File: config.mk
export PLATFORM = sky130hd
export DESIGN_NAME = col_scan_flat
export DESIGN_NICKNAME = d
export VERILOG_FILES = /design/src/rtl/col_scan_if.sv /design/src/rtl/col_scan.sv /design/src/flat_wrapper.sv
export SDC_FILE = /design/constraint.sdc
export NUM_CORES = 1
export LEC_CHECK = 0
export CORE_MARGIN = 5
export CORE_UTILIZATION = 25
export DETAILED_ROUTE_END_ITERATION = 10
export PLACE_DENSITY = 0.51
export RECOVER_POWER = 100
export SETUP_SLACK_MARGIN = 0.5
export SYNTH_ARGS = -nofsm -noshare
export SYNTH_HDL_FRONTEND = slang
export SYNTH_SLANG_ARGS = --single-unit
File: constraint.sdc
create_clock -name clk -period 5.6 [get_ports clk]
set_clock_uncertainty 0.2 [all_clocks]
set_input_delay 1.12 -clock clk [delete_from_list [all_inputs] [get_ports clk]]
set_output_delay 1.12 -clock clk [all_outputs]
set_load 0.1 [all_outputs]
File: src/rtl/col_scan_if.sv
// Column scanner bus: scan enable in, column index / active-low column drivers / frame pulse out.
interface col_scan_if #(
  parameter int NUM_COLS = 5
);
  logic                en;
  logic [2:0]          sel;
  logic [NUM_COLS-1:0] col;
  logic                frame_done;

  modport master (output en, input sel, col, frame_done);
  modport slave  (input en, output sel, col, frame_done);
endinterface

File: src/rtl/col_scan.sv
// Prescaled column scanner for the LED matrix; drives the decoder sel and active-low column enables.
// Optional anti-ghosting dead time between columns when SCAN_BLANK_EN is defined.
module col_scan #(
  parameter int DIV          = 50000,
  parameter int NUM_COLS     = 5,
  parameter int BLANK_CYCLES = 16
) (
  input  logic        clk,
  input  logic        rst,
  col_scan_if.slave   bus
);

  localparam int              PW       = (DIV > 1) ? $clog2(DIV) : 1;
  localparam logic [PW-1:0]   PRE_MAX  = PW'(DIV - 1);
  localparam logic [2:0]      LAST_COL = 3'(NUM_COLS - 1);

  typedef enum logic [1:0] {
    IDLE,
`ifdef SCAN_BLANK_EN
    BLANK,
`endif
    ACTIVE
  } state_t;

  state_t        state;
  logic [PW-1:0] presc;
  logic [2:0]    nxt_sel;
`ifdef SCAN_BLANK_EN
  localparam logic [7:0] BLANK_MAX = 8'(BLANK_CYCLES - 1);
  logic [7:0]    blank_cnt;
`endif

  function automatic logic [NUM_COLS-1:0] lit_col(input logic [2:0] s);
    return ~(NUM_COLS'(1) << s);
  endfunction

  always_comb begin
    nxt_sel = (bus.sel == LAST_COL) ? '0 : bus.sel + 3'd1;
  end

  always_ff @(posedge clk or posedge rst) begin
    if (rst) begin
      state          <= IDLE;
      presc          <= '0;
      bus.sel        <= '0;
      bus.col        <= '1;
      bus.frame_done <= 1'b0;
`ifdef SCAN_BLANK_EN
      blank_cnt      <= '0;
`endif
    end else begin
      bus.frame_done <= 1'b0;
      if (!bus.en) begin
        // Disable wins over any advance on the same edge, so no frame pulse escapes.
        state   <= IDLE;
        presc   <= '0;
        bus.sel <= '0;
        bus.col <= '1;
      end else begin
        case (state)
          IDLE: begin
            state   <= ACTIVE;
            presc   <= '0;
            bus.sel <= '0;
            bus.col <= lit_col(3'd0);
          end
          ACTIVE: begin
            if (presc == PRE_MAX) begin
              presc          <= '0;
              bus.sel        <= nxt_sel;
              bus.frame_done <= (bus.sel == LAST_COL);
`ifdef SCAN_BLANK_EN
              state          <= BLANK;
              blank_cnt      <= '0;
              bus.col        <= '1;
`else
              bus.col        <= lit_col(nxt_sel);
`endif
            end else begin
              presc <= presc + PW'(1);
            end
          end
`ifdef SCAN_BLANK_EN
          BLANK: begin
            if (blank_cnt == BLANK_MAX) begin
              state   <= ACTIVE;
              presc   <= '0;
              bus.col <= lit_col(bus.sel);
            end else begin
              blank_cnt <= blank_cnt + 8'd1;
            end
          end
`endif
          default: begin
            state   <= IDLE;
            presc   <= '0;
            bus.sel <= '0;
            bus.col <= '1;
          end
        endcase
      end
    end
  end

endmodule

File: src/flat_wrapper.sv
// flat-port wrapper written by rule: the top's interface ports become plain ports
module col_scan_flat 
#(
  parameter int DIV          = 50000,
  parameter int NUM_COLS     = 5,
  parameter int BLANK_CYCLES = 16
)
  (clk, rst, bus_en, bus_sel, bus_col, bus_frame_done);
  col_scan_if #(.NUM_COLS(NUM_COLS)) bus_i ();
  input  logic clk;
  input  logic rst;
  input wire logic [$bits(bus_i.en)-1:0] bus_en;
  output wire logic [$bits(bus_i.sel)-1:0] bus_sel;
  output wire logic [$bits(bus_i.col)-1:0] bus_col;
  output wire logic [$bits(bus_i.frame_done)-1:0] bus_frame_done;
  assign bus_i.en = bus_en;
  assign bus_sel = bus_i.sel;
  assign bus_col = bus_i.col;
  assign bus_frame_done = bus_i.frame_done;
  col_scan #(.DIV(DIV), .NUM_COLS(NUM_COLS), .BLANK_CYCLES(BLANK_CYCLES)) u_core (.clk(clk), .rst(rst), .bus(bus_i));
endmodule
-- Yosys cells after proc, flatten, opt, wreduce, memory -nomap -nowiden
Index checks and enable logic that the tools add are counted.
- input port bits: 3
- output and inout bits: 9
- register bits: 27
- reduce and logical (&&, ||, !) cells: 1
- bitwise logic cells: 1
- multiplexer cells: 15
- add/subtract/negate cells: 2
- eq/ne operators: 5
- shift operators: 1
- operator list (cell ; count):
    16-bit two-way mux ; 3
    16-bit by 1-bit adder with 16-bit output, second input constant ; 1
    16-bit equality test, second input constant ; 1
    3-bit two-way mux ; 4
    5-bit two-way mux ; 2
    5-bit case mux with 2 select lines ; 1
    5-bit NOT ; 1
    1-bit by 3-bit left shift with 5-bit output, first input constant ; 1
    2-bit case mux with 2 select lines ; 1
    3-bit by 1-bit adder with 3-bit output, second input constant ; 1
    3-bit equality test, second input constant ; 1
    1-bit two-way mux ; 3
    3-bit by 2-bit != test with 1-bit output, second input constant ; 1
    2-bit by 1-bit equality test with 1-bit output, second input constant ; 1
    2-bit logical NOT ; 1
    2-bit two-way mux ; 1
    2-bit != test, second input constant ; 1

-- Logic depth before layout (Yosys ltp)
- depth after elaboration: 7
- gate-level depth with buffers: 6
- depth with buffers taken out: 6

-- Least setup slack after synthesis
Ideal clock, no wire load.
- kind: flip-flop to flip-flop
- start: reg u_core.bus.sel[0]
- end: reg u_core.bus.col[0]
- stages on the path, launching flop included: 7
- path buffers: 0
- data required time: 5338 ps
- setup time: 62 ps
- arrival: 2069 ps
- period minus slack after synthesis: 2331 ps
- slack: 3269 ps
- cell sequence: dfrtp_1 > inv_1 > ha_1 > nor3b_1 > a21oi_1 > a41oi_1 > mux2_2
- cells in the longest elaborated chain, start to end: 7
- elaborated cells on any way between the ends: 8
- ends and longest elaborated chain (item ; RTL line ; text):
    start, declared ; col_scan_if.sv:11 ; modport slave (input en, output sel, col, frame_done);
    start signal, assigned ; col_scan.sv:70 ; bus.sel <= nxt_sel;
    3-bit by 1-bit adder with 3-bit output or 3-bit equality test (tied branches) ; col_scan.sv:38 ; nxt_sel = (bus.sel == LAST_COL) ? '0 : bus.sel + 3'd1;
    3-bit two-way mux * ; col_scan.sv:38 ;
    1-bit by 3-bit left shift with 5-bit output * ; col_scan.sv:34 ; return ~(NUM_COLS'(1) << s);
    5-bit NOT * ; col_scan.sv:34 ;
    5-bit two-way mux * ; col_scan.sv:68 ; if (presc == PRE_MAX) begin
    5-bit case mux with 2 select lines * ; col_scan.sv:60 ; case (state)
    5-bit two-way mux * ; col_scan.sv:53 ; if (!bus.en) begin
    end signal, assigned ; col_scan.sv:65 ; bus.col <= lit_col(3'd0);
    end signal, assigned ; col_scan.sv:77 ; bus.col <= lit_col(nxt_sel);
    end, declared ; col_scan_if.sv:11 ;
Every way passes the cells marked *; elsewhere a longest branch is shown, timed or not. The select of a mux whose other input is x is not followed.
A chain may end at the register's enable or synchronous reset.

-- Worst setup path in the final report
- start: reg u_core.bus.col[2]
- end: out bus_col[2]
- RTL lines (item ; RTL line ; text):
    end, declared ; flat_wrapper.sv:14 ; output wire logic [$bits(bus_i.col)-1:0] bus_col;
No word-level cell between the ends.

==> metrics.txt <==
status=completed; antenna violations before repair=0; Flop pwr share=52.8%; Seq/Total Area, Yosys=around half; Initial Util=around a quarter; DPL Wire Length=between 1500 and 2000 um; Core Region=about 5000 um2; critical path arrival=just over 2 ns; vias in the first global route=roughly 940; critical path capture point type=output port; clk_lat worst skew=~0.27 ns; die height=approximately 80 um; RePlAce Congestion=roughly 0.76; XOR/XNOR Fraction of Synth Area=a little under 9%; share of cells above drive strength 1=a little under a tenth; most frequent cells in the layout=21 x dfrtp_1, 20 x nor2_1, 12 x xnor2_1; utilization after layout=30.1%; Max-slew headroom=33.6%; commonest non-fill, non-tap cell in the layout=dfrtp_1; CP startpoint kind=flip-flop; Die ar.=between 6000 and 7000 um2; DR vias/cell=4.47; Storage cell area=657 um2; Yosys top cell area share=roughly two fifths; final worst path period share=roughly 60%; Ant. Diodes=0; Pre-antenna DRT Iters=5; row cnt=26; Area Growth Syn to Fin=19.3%; Int Pwr=0.289 mW; Worst VDD drop=around 0.092 mV; Fmax=0.299 GHz; GRT Util Overall=between 8 and 9%; fillers=about 530; pin count of the biggest net entering global routing=27; PD cells=about 240 nW/um2; clock group share of total power=a little over two fifths; GRT overflow=0; setup TNS=0 ns; Root Driver=clkbuf_8; CP max-delay cell=dlygate4sd3_1; H-Tree Depth=1; Pleak=about 0.55 nW; Combinational Power Share=~4.2%; routed len/inst=11.7 um; final hold vios=0; Crit path largest cell delay=around 1.2 ns; CTS sink cnt=26; clk buf depth=2; Synth area leader=dfrtp_1; synth warn=0; CTS tree=yes; Clock Pin Slew Worst Setup and Hold Paths=about 0.090 ns; Post-Synth Adder-Cell Area=slightly below 5%; sw frac=about a fifth; TritonCTS Buffers=3; PostCTS Resize Cnt=0; Critical Path RT=approximately 4.3 ns; final WL=2420 um; Synth Cell Area=1270 um2; Top-Level Pins=12; Worst-Margin Slew=0.993 ns; Net Switching=0.0733 mW; first-pass GRT wire length=4360 um; Post-Synth Simple-Gate Area=22.5%; Buf+Inv Stages, Crit Path=1; synthesized flop and latch total=26; CP delay by family, top=buffers and inverters; setup bufs post-CTS=0; compound-cell area share of the yosys netlist=under 10%; Max Cap Viol=0; Port Buf Inserts=11; 1st-iter DRT viols=26; Post-Synthesis Cells=approximately 130; clock period minus worst slack=~3.3 ns; Min-Delay Path Class=flip-flop to flip-flop; max-slew violation count=0; multi-input logic area=559 um2; Mean Syn Cell Area=slightly above 10 um2; routed via count=a little over 900; final setup violation count=0; Area contributors post-synth=dfrtp_1 41%, dfstp_2 10%, xnor2_1 8.3%, nor2_1 5.9%, ha_1 4.9%; mux contribution to synthesized area=0.884%; RSZ-0062 raised after global routing=false; DIE WIDTH=between 80 and 90 um; critical path class=flip-flop to output port; # hold bufs at CTS=0; fin nets=about 150; Synthesized Nets=about 130; antenna violation net count after detailed routing=0; main combinational cell family by area after synthesis=simple AND/OR/NAND/NOR gates; critical-path cell list=dlygate4sd3_1; Max FO, Critical Path=2; drt drc=0; Yosys cell types=31
power groups by stage:
stage | Sequential, mW | Combinational, mW | Clock, mW
3_5_place_dp | 0.195 | 0.0164 | 0
3_3_place_gp | 0.195 | 0.0161 | 0
4_1_cts | 0.191 | 0.0165 | 0.161
2_1_floorplan | 0.199 | 0.00753 | 0
6_report | 0.191 | 0.0153 | 0.156
5_1_grt | 0.191 | 0.0173 | 0.170
cells in the mapped netlist, drive strengths merged:
cell type  number
nor4b           1
xor2            1
nor4bb          1
a41oi           1
dfstp           5
inv             9
nor4            2
o22ai           3
nand2           9
nand3           6
mux2            1
nor3b           1
nand4           6
or2             2
a21oi           2
nor3            4
and4bb          1
o31ai           1
xnor2          12
dfrtp          21
or4             1
buf             2
o32a            1
nor2b           1
nor2           20
o22a            3
nand4b          1
ha              5
clkbuf          2
cell type report:
class                   count  share of cell area, %
multi-input cells          86                   36.8
flip-flops and latches     26                   43.2
clock buffers               3                   2.72
repair buffers             11                   7.25
clock inverters             1                   1.98
well taps                  70                   5.77
inverters                   9                   2.22
metrics by stage:
stage	setup slack (ns)	power, mW	hold WS (ns)	cells	instance area [um2]
CTS	2.32	0.369	0.319	206	1520
detailed placement	2.42	0.211	0.305	202	1450
global route	2.21	0.379	0.332	206	1520
global placement	2.47	0.211	0.301	202	1450
floorplan	3.27	0.206	0.275	125	1270
finish	2.26	0.362	0.316	206	1520
flip-flops by register name, summed over array words and instances, names as in the netlist:
signal / count
u_core.state: 1
u_core.presc: 16
u_core.bus.col: 5
u_core.bus.frame_done: 1
u_core.bus.sel: 3
metal layers:
| metal | vias to the layer above | GRT usage [%] | share of wire (%) |
|---|---|---|---|
| li1 | 447 | - | - |
| met5 | - | 0 | 0 |
| met2 | 27 | 13.4 | 47 |
| met4 | 0 | 2.20 | 0.29 |
| met3 | 2 | 3.10 | 6.7 |
| met1 | 444 | 10.8 | 46 |
cells by family after synthesis:
group | Yosys count
and+or+nand+nor | 56
xor gates and xnor gates | 13
AOI/OAI and AO/OA | 11
buffers and inverters | 13
adders and majority gates | 5
muxes | 1
DFF | 26
path summary, 6_finish.rpt:
| path | start | endpoint | slack [ns] | depth (start not counted) |
|---|---|---|---|---|
| worst max-delay path | u_core.bus.col[2]$_DFFE_PP1P_ | bus_col[2] | 2.26 | 1 |
| worst min-delay path | u_core.bus.col[4]$_DFFE_PP1P_ | u_core.bus.col[4]$_DFFE_PP1P_ | 0.32 | 1 |
| worst max register to register | u_core.presc[0]$_DFF_PP0_ | u_core.bus.col[0]$_DFFE_PP1P_ | 3.15 | 5 |
| worst min register to register | u_core.bus.col[4]$_DFFE_PP1P_ | u_core.bus.col[4]$_DFFE_PP1P_ | 0.32 | 1 |
| max in group asynchronous | rst | u_core.presc[4]$_DFF_PP0_ | 3.29 | 2 |
| min in group asynchronous | rst | u_core.bus.sel[1]$_DFFE_PP0P_ | 1.30 | 2 |
No activity file was read; power rests on OpenSTA's default activity.
